$ cat src/rtl/y86_alu_if.sv
// rtl/y86_alu_if.sv - operand/result bundle between the execute stage and the ALU
interface y86_alu_if;
  logic [1:0]         control;
  logic signed [63:0] a;
  logic signed [63:0] b;
  logic signed [63:0] ans;
  logic               overflow;

  modport master (
    output control,
    output a,
    output b,
    input  ans,
    input  overflow
  );

  modport slave (
    input  control,
    input  a,
    input  b,
    output ans,
    output overflow
  );
endinterface

$ cat src/rtl/y86_alu.sv
// rtl/y86_alu.sv - 64-bit Y86 ALU: ripple add/sub, and, xor, signed overflow, registered
module y86_full_adder (
  input  logic x,
  input  logic y,
  input  logic cin,
  output logic sum,
  output logic cout
);
  assign sum  = x ^ y ^ cin;
  assign cout = (x & y) | (cin & (x ^ y));
endmodule

module y86_alu (
  input  logic       clk,
  input  logic       rst_n,
  y86_alu_if.slave   bus
);
  localparam logic [1:0] OP_ADD = 2'b00;
  localparam logic [1:0] OP_SUB = 2'b01;
  localparam logic [1:0] OP_AND = 2'b10;
  localparam logic [1:0] OP_XOR = 2'b11;

  logic        sub_sel;
  logic [63:0] b_in;
  logic [64:0] carry;
  logic [63:0] sum;
  logic        unused_carry_out;

  logic [63:0] ans_d, ans_q;
  logic        ov_d, ov_q;

  // Subtraction reuses the adder: invert B and inject a carry-in of one.
  assign sub_sel  = (bus.control == OP_SUB);
  assign b_in     = bus.b ^ {64{sub_sel}};
  assign carry[0] = sub_sel;

  genvar i;
  generate
    for (i = 0; i < 64; i++) begin : g_ripple
      y86_full_adder u_fa (
        .x    (bus.a[i]),
        .y    (b_in[i]),
        .cin  (carry[i]),
        .sum  (sum[i]),
        .cout (carry[i+1])
      );
    end
  endgenerate

  // Unsigned carry-out is kept for observability only; overflow uses sign bits.
  assign unused_carry_out = carry[64];

  // Result mux and signed-overflow detection, logic ops in parallel with the adder.
  always_comb begin
    ans_d = '0;
    ov_d  = 1'b0;
    case (bus.control)
      OP_ADD: begin
        ans_d = sum;
        ov_d  = (bus.a[63] == bus.b[63]) && (sum[63] != bus.a[63]);
      end
      OP_SUB: begin
        ans_d = sum;
        ov_d  = (bus.a[63] != bus.b[63]) && (sum[63] != bus.a[63]);
      end
      OP_AND:  ans_d = bus.a & bus.b;
      OP_XOR:  ans_d = bus.a ^ bus.b;
      default: ans_d = '0;
    endcase
  end

  // Output register; reset clears any captured result immediately.
  always_ff @(posedge clk or negedge rst_n) begin
    if (!rst_n) begin
      ans_q <= '0;
      ov_q  <= 1'b0;
    end else begin
      ans_q <= ans_d;
      ov_q  <= ov_d;
    end
  end

  assign bus.ans      = ans_q;
  assign bus.overflow = ov_q;
endmodule

$ cat src/flat_wrapper.sv
// flat-port wrapper written by rule: the top's interface ports become plain ports
module y86_alu_flat 
  (clk, rst_n, bus_control, bus_a, bus_b, bus_ans, bus_overflow);
  y86_alu_if bus_i ();
  input  logic clk;
  input  logic rst_n;
  input wire logic [$bits(bus_i.control)-1:0] bus_control;
  input wire logic [$bits(bus_i.a)-1:0] bus_a;
  input wire logic [$bits(bus_i.b)-1:0] bus_b;
  output wire logic [$bits(bus_i.ans)-1:0] bus_ans;
  output wire logic [$bits(bus_i.overflow)-1:0] bus_overflow;
  assign bus_i.control = bus_control;
  assign bus_i.a = bus_a;
  assign bus_i.b = bus_b;
  assign bus_ans = bus_i.ans;
  assign bus_overflow = bus_i.overflow;
  y86_alu u_core (.clk(clk), .rst_n(rst_n), .bus(bus_i));
endmodule
$ cat config.mk
export PLATFORM = sky130hd
export DESIGN_NAME = y86_alu_flat
export DESIGN_NICKNAME = d
export VERILOG_FILES = /design/src/rtl/y86_alu_if.sv /design/src/rtl/y86_alu.sv /design/src/flat_wrapper.sv
export SDC_FILE = /design/constraint.sdc
export NUM_CORES = 1
export LEC_CHECK = 0
export ABC_AREA = 1
export BUFFER_PORTS_ARGS = -buffer_cell sky130_fd_sc_hd__buf_2
export CAP_MARGIN = 40
export CORE_MARGIN = 4
export CORE_UTILIZATION = 40
export DETAILED_ROUTE_END_ITERATION = 7
export PLACE_DENSITY = 0.66
export SETUP_SLACK_MARGIN = 0.3
export SLEW_MARGIN = 0
export SYNTH_ARGS = -nofsm -noshare
export SYNTH_HDL_FRONTEND = slang
export SYNTH_SLANG_ARGS = --single-unit
$ cat constraint.sdc
create_clock -name clk -period 0.8 [get_ports clk]
set_input_delay 0.12 -clock clk [delete_from_list [all_inputs] [get_ports clk]]
set_output_delay 0.12 -clock clk [all_outputs]
set_load 0.1 [all_outputs]
# Yosys cells after proc, flatten, opt, wreduce, memory -nomap -nowiden
# Index checks and enable logic that the tools add are counted.
# Widths: inputs -> output; s select.
[totals]
regBits = 65
in_bits = 132
out_inout_bits = 65
wordCells = 334
[op_classes]
eq_ne = 6
muxes = 2
bitwise = 320
n_reduce_logical = 4
[op_table]
columns = ["op", "n"]
rows = [
  ["$pmux 64 s3", 1],
  ["$xor 1x1->1", 128],
  ["$xor 64x64->64", 2],
  ["$and 1x1->1", 126],
  ["$and 64x64->64", 1],
  ["$or 1x1->1", 63],
  ["$eq 2x2->1 const B", 2],
  ["$eq 2x1->1 const B", 1],
  ["$logic_and 1x1->1", 2],
  ["$logic_not 2->1", 1],
  ["$ne 1x1->1", 2],
  ["$pmux 1 s2", 1],
  ["$reduce_or 2->1", 1],
  ["$eq 1x1->1", 1],
]

# Logic depth before layout (Yosys ltp)
[logic_depth]
word_depth = 133
ltp_mapped = 76
ltp_nobuf = 75

# By module
# Synthesis repeated with hierarchy kept, for this count alone.
[unflattened]
hier_cells = 555
hier_area_um2 = 5541.6
[by_module_without_submodules]
columns = ["mod", "instances", "cells_per_inst", "area_per_inst_um2", "seq_area_each_um2"]
rows = [
  ["y86_alu", 1, 491, 4260.3, 1626.6],
  ["y86_full_adder", 64, 1, 20.0, 0.0],
]

# Worst setup path after synthesis
# No wires, ideal clock.
[synth_path]
path_kind = "input to register"
start = "input bus_control[1]"
end = "register u_core.ov_q (netlist: u_core.bus.overflow)"
setup_time_ns = 0.071
arrival_ns = 24.502
t_required_ns = 0.729
path_slack_ns = -23.773
cell_stages = 75
n_path_buf = 1
cell_sequence = "inv_2 -> nand2_4 -> buf_4 -> xor2_1 -> fa_1 -> fa_1 -> fa_1 -> fa_1 -> fa_1 -> fa_1 -> fa_1 -> fa_1 -> fa_1 -> fa_1 -> fa_1 -> fa_1 -> fa_1 -> fa_1 -> [... 39 more ...] -> fa_1 -> fa_1 -> fa_1 -> fa_1 -> fa_1 -> fa_1 -> fa_1 -> inv_1 -> fa_1 -> inv_1 -> fa_1 -> inv_1 -> nand3_1 -> nand2_1 -> nand2_1 -> nand2_1 -> nor2_1 -> nor2_1"
[synth_between]
elab_chain_len = 133
word_cells_on_any_way = 261
classes_between = "2 x eq/ne; 1 x mux; 255 x bitwise; 3 x reduce/logical"
[synth_lines]
columns = ["element", "line_no", "source"]
rows = [
  ["start, declared", "flat_wrapper.sv:7", "input wire logic [$bits(bus_i.control)-1:0] bus_control;"],
  ["$eq 2x1->1", "y86_alu.sv:33, y86_alu.sv:57", ""],
  ["$xor 64x64->64", "y86_alu.sv:34", "assign b_in = bus.b ^ {64{sub_sel}};"],
  ["$xor 1x1->1", "y86_alu.sv:10", "assign cout = (x & y) | (cin & (x ^ y));"],
  ["$and 1x1->1", "y86_alu.sv:10", ""],
  ["$or 1x1->1", "y86_alu.sv:10", ""],
  ["$and 1x1->1", "y86_alu.sv:10", ""],
  ["$or 1x1->1", "y86_alu.sv:10", ""],
  ["$and 1x1->1", "y86_alu.sv:10", ""],
  ["[... 118 more ...]", "n/a", ""],
  ["$or 1x1->1", "y86_alu.sv:10", ""],
  ["$and 1x1->1", "y86_alu.sv:10", ""],
  ["$or 1x1->1", "y86_alu.sv:10", ""],
  ["$xor 1x1->1", "y86_alu.sv:9", "assign sum = x ^ y ^ cin;"],
  ["$ne 1x1->1", "y86_alu.sv:60, y86_alu.sv:64", ""],
  ["$logic_and 1x1->1 (on tied branches)", "y86_alu.sv:64, y86_alu.sv:60", ""],
  ["$pmux 1 s2 (*)", "y86_alu.sv:57", "case (bus.control)"],
  ["named net u_core.ov_d", "y86_alu.sv:30", "logic ov_d, ov_q;"],
  ["end signal, assigned", "y86_alu.sv:79", "ov_q <= ov_d;"],
  ["end, declared", "y86_alu.sv:30", ""],
]
# The timed path passes the listed nets; every way through them passes the cells marked *.

# Worst setup path after layout
# Ends and elaborated chain as after synthesis.

==> flow_summary.toml <==
[outcome]
status = "finished with violations"
violations = "hold timing, setup timing"

[pwr]
vdd_ir_max_v = 0.00124
power_density_nw_per_um2 = 2190
leakage_uw = 0.00442

[timing]
timing.slew.headroom_pct = 58.2
achievable-frequency_mhz = 44.3
fin_worst_hold_slack_ns = -0.258
grt_setup_unrepaired = "true"
final_worst_path_period_share_pct = 2820
postLayoutSetupSlackWorst_ns = -21.76
timing.final.hold_violations = 65
setup_viol = 129
worst_pin_slew_ns = 0.627
slew_violations = 0
min_clock_period_post_route_ns = 22.56
setup_tns_ns = -738.24

[placement]
numPortBuffers = 196
hpwlAfterDp_um = 13300
place.gp.congestion = 0.837
post-place-ws_ns = -22.19
placed_area_um2 = 9000

[synth]
synthTopCellsByArea = "sky130_fd_sc_hd__dfrtp_1, sky130_fd_sc_hd__fa_1, sky130_fd_sc_hd__ha_1"
yosysMostFrequentCell = "sky130_fd_sc_hd__nand2_1"
postSynth.asyncResetShare_pct = 100
synth.net_count = 825
netlist_instances = 567
synth_flop_type = "sky130_fd_sc_hd__dfrtp_1"
synth-edff-count = 0
synth_warnings = 0
synth.cell_area_um2 = 5760
leading_area_contributor_after_synthesis = "sky130_fd_sc_hd__dfrtp_1"
netlist.area_leader.share_pct = 28.2
seq_area_frac_synth_pct = 28.2
netlist_top_cells_count = "sky130_fd_sc_hd__nand2_1, sky130_fd_sc_hd__inv_1, sky130_fd_sc_hd__dfrtp_1, sky130_fd_sc_hd__ha_1, sky130_fd_sc_hd__fa_1"
syn-mean-instance-area_um2 = 10.2
ys_types = 18
synth-seq-cells = 65

[hold_path]
min-delay-path-class = "primary input to asynchronous set/reset pin"

[clock_tree]
clock-root-buffer = "sky130_fd_sc_hd__clkbuf_16"
ctsHtreeMaxLevel = 3
clkSinkCount = 65
clock_path_buffers = 2
cts-buffers-inserted = 9
tritoncts_clock_tree = "done"
clkTransAtPathRegs_ns = 0.06

[critical_path]
cp_slowest_stage_delay_ns = 0.42
worst-setup-path-type = "primary input to flop"
required_time_of_the_worst_setup_path_ns = 1.07
worstPathArrival_ns = 22.82
worst_setup_path_end_kind = "flop"
worstSetupEndpoint = "u_core.bus.overflow$_DFF_PN0_"
startpoint_of_the_most_critical_setup_path = "bus_control[1]"
library_cell_contributing_the_largest_single_delay_on_the_critical_path = "sky130_fd_sc_hd__fa_2"
cp_max_fo = 3
cp-start-kind = "primary input"
crit_top_cell = "sky130_fd_sc_hd__fa_2"

[global_route]
use_met2_pct = 39.3
grt-ovfl-total = 0
met1_usage_pct = 26.8
grt_pass1_vias = 5951
track_usage_pct = 22.7
grt_antenna_before_repair = 4
grt-busiest-layer = "met2"
grt_start_max_net_pins = 43
grt_pass1_wl_um = 29200
gr-usage-met3_pct = 5.92

[detailed_routing]
post_drt_wl_per_cell_um = 17.2
detailroute.via_count = 5235
drtAntennaViolNets = 0
drc = 0
route.detailed.vias_per_inst = 5.00
detail_route.first_pass.iterations = 5
drt_iter0_drc = 244
route.final.wire_length_um = 18000

[die]
num_rows = 43
count_of_pins_on_the_block_boundary = 197
die_height_um = 128
design.core.area_um2 = 14000
initial_utilization_pct = 41.2
die_x_um = 128
die_area_um2 = 16400

[layout]
fillerInstances = 992
fraction_of_final_layout_cells_sized_beyond_drive_strength_1_pct = 54.1
finalNetCount = 1116
area_used_by_sequential_logic_in_the_layout_um2 = 1870
multiInputGateArea_um2 = 3890
final_cell_area_um2 = 9640
layout-area-overhead-vs-synth_pct = 67.4

[flow_run]
max_cap_viol_count = 0
[critical path: cells and delay by family]
family | cells | cell delay, ns
xor+xnor | 1 | 0.15
buf+inv | 5 | 0.35
simple gates | 7 | 0.52
fa+ha+maj | 62 | 21.68
[power by group]
group	switching, µW	leakage [µW]	internal, µW	total [µW]
sequential	591	0.000720	4350	4940
clock	1550	0.000162	2890	4440
combinational	7230	0.00354	4530	11800
[how the worst min path moves through the flow]
stage,endpoint,slack (ns),cells after the start
after floorplan,u_core.bus.ans[0]$_DFF_PN0_,-0.18,0
after global placement,u_core.bus.ans[13]$_DFF_PN0_,0.11,2
after detailed placement,u_core.bus.ans[13]$_DFF_PN0_,0.12,2
after CTS,u_core.bus.ans[13]$_DFF_PN0_,-0.24,2
after global routing,u_core.bus.ans[13]$_DFF_PN0_,-0.25,2
final,u_core.bus.ans[38]$_DFF_PN0_,-0.26,2
[final cells by class]
type	count	area share (%)
antenna	3	0.0779
clock buffer	11	2.62
clock inverter	5	0.805
inverter	70	3.08
multi-input combinational	407	40.3
sequential	65	19.4
tap	180	2.34
timing repair buffer	305	31.4
[sequential cells by signal, summed over array words and instances (netlist names)]
register	flops
u_core.bus.ans	64
u_core.bus.overflow	1
[layout by cell type (no fill, tap or decap), types with 3 or more instances in the layout]
| master | count |
|---|---|
| sky130_fd_sc_hd__nand2_2 | 4 |
| sky130_fd_sc_hd__buf_16 | 3 |
| sky130_fd_sc_hd__dfrtp_4 | 65 |
| sky130_fd_sc_hd__buf_4 | 95 |
| sky130_fd_sc_hd__inv_2 | 4 |
| sky130_fd_sc_hd__nand3_1 | 3 |
| sky130_fd_sc_hd__buf_2 | 128 |
| sky130_fd_sc_hd__inv_1 | 63 |
| sky130_fd_sc_hd__buf_12 | 75 |
| sky130_fd_sc_hd__o211ai_1 | 61 |
| sky130_fd_sc_hd__clkbuf_16 | 9 |
| sky130_fd_sc_hd__ha_1 | 64 |
| sky130_fd_sc_hd__nor2_1 | 3 |
| sky130_fd_sc_hd__fa_2 | 62 |
| sky130_fd_sc_hd__xor2_1 | 60 |
| sky130_fd_sc_hd__diode_2 | 3 |
| sky130_fd_sc_hd__nand2_1 | 138 |
[kinds of logic (layout without fill, tap and decap cells)]
| group | after synthesis | count (layout) | synth area share, % |
|---|---|---|---|
| other cells | 0 | 3 | 0 |
| fa+ha+maj | 126 | 126 | 35.5 |
| buf+inv | 95 | 391 | 8.21 |
| flops | 65 | 65 | 28.2 |
| simple gates | 153 | 153 | 10.3 |
| compound gates | 66 | 66 | 8.39 |
| xor+xnor | 62 | 62 | 9.43 |
[through the flow]
| stage | total power (µW) | utilization (%) | hold slack, ns | instances |
|---|---|---|---|---|
| 3_5_place_dp | 16500 | 64.3 | 0.117 | 1017 |
| 2_1_floorplan | 11800 | - | -0.176 | 567 |
| 3_3_place_gp | 16200 | 64.3 | 0.114 | 1017 |
| 4_1_cts | 21200 | 68.7 | -0.242 | 1043 |
| 5_1_grt | 22100 | 68.9 | -0.246 | 1046 |
| 6_report | 21100 | 68.9 | -0.258 | 1046 |
[what timing repair did]
action / 4_1_cts / 5_1_grt
endpoints found under the setup margin: 130 / 130
gates cloned: 4 / 0
endpoints found under the hold margin: 65 / 65
buffers inserted: 6 / 0
resized for setup: 25 / 9
pin swaps: 4 / 3
[metal layers]
layer,vias to the layer above,routed length (µm)
met1,2572,6750
met5,-,13
met2,212,9280
met4,2,606
li1,2402,-
met3,47,1320
Note: power is estimated with default switching activity, not from simulation.
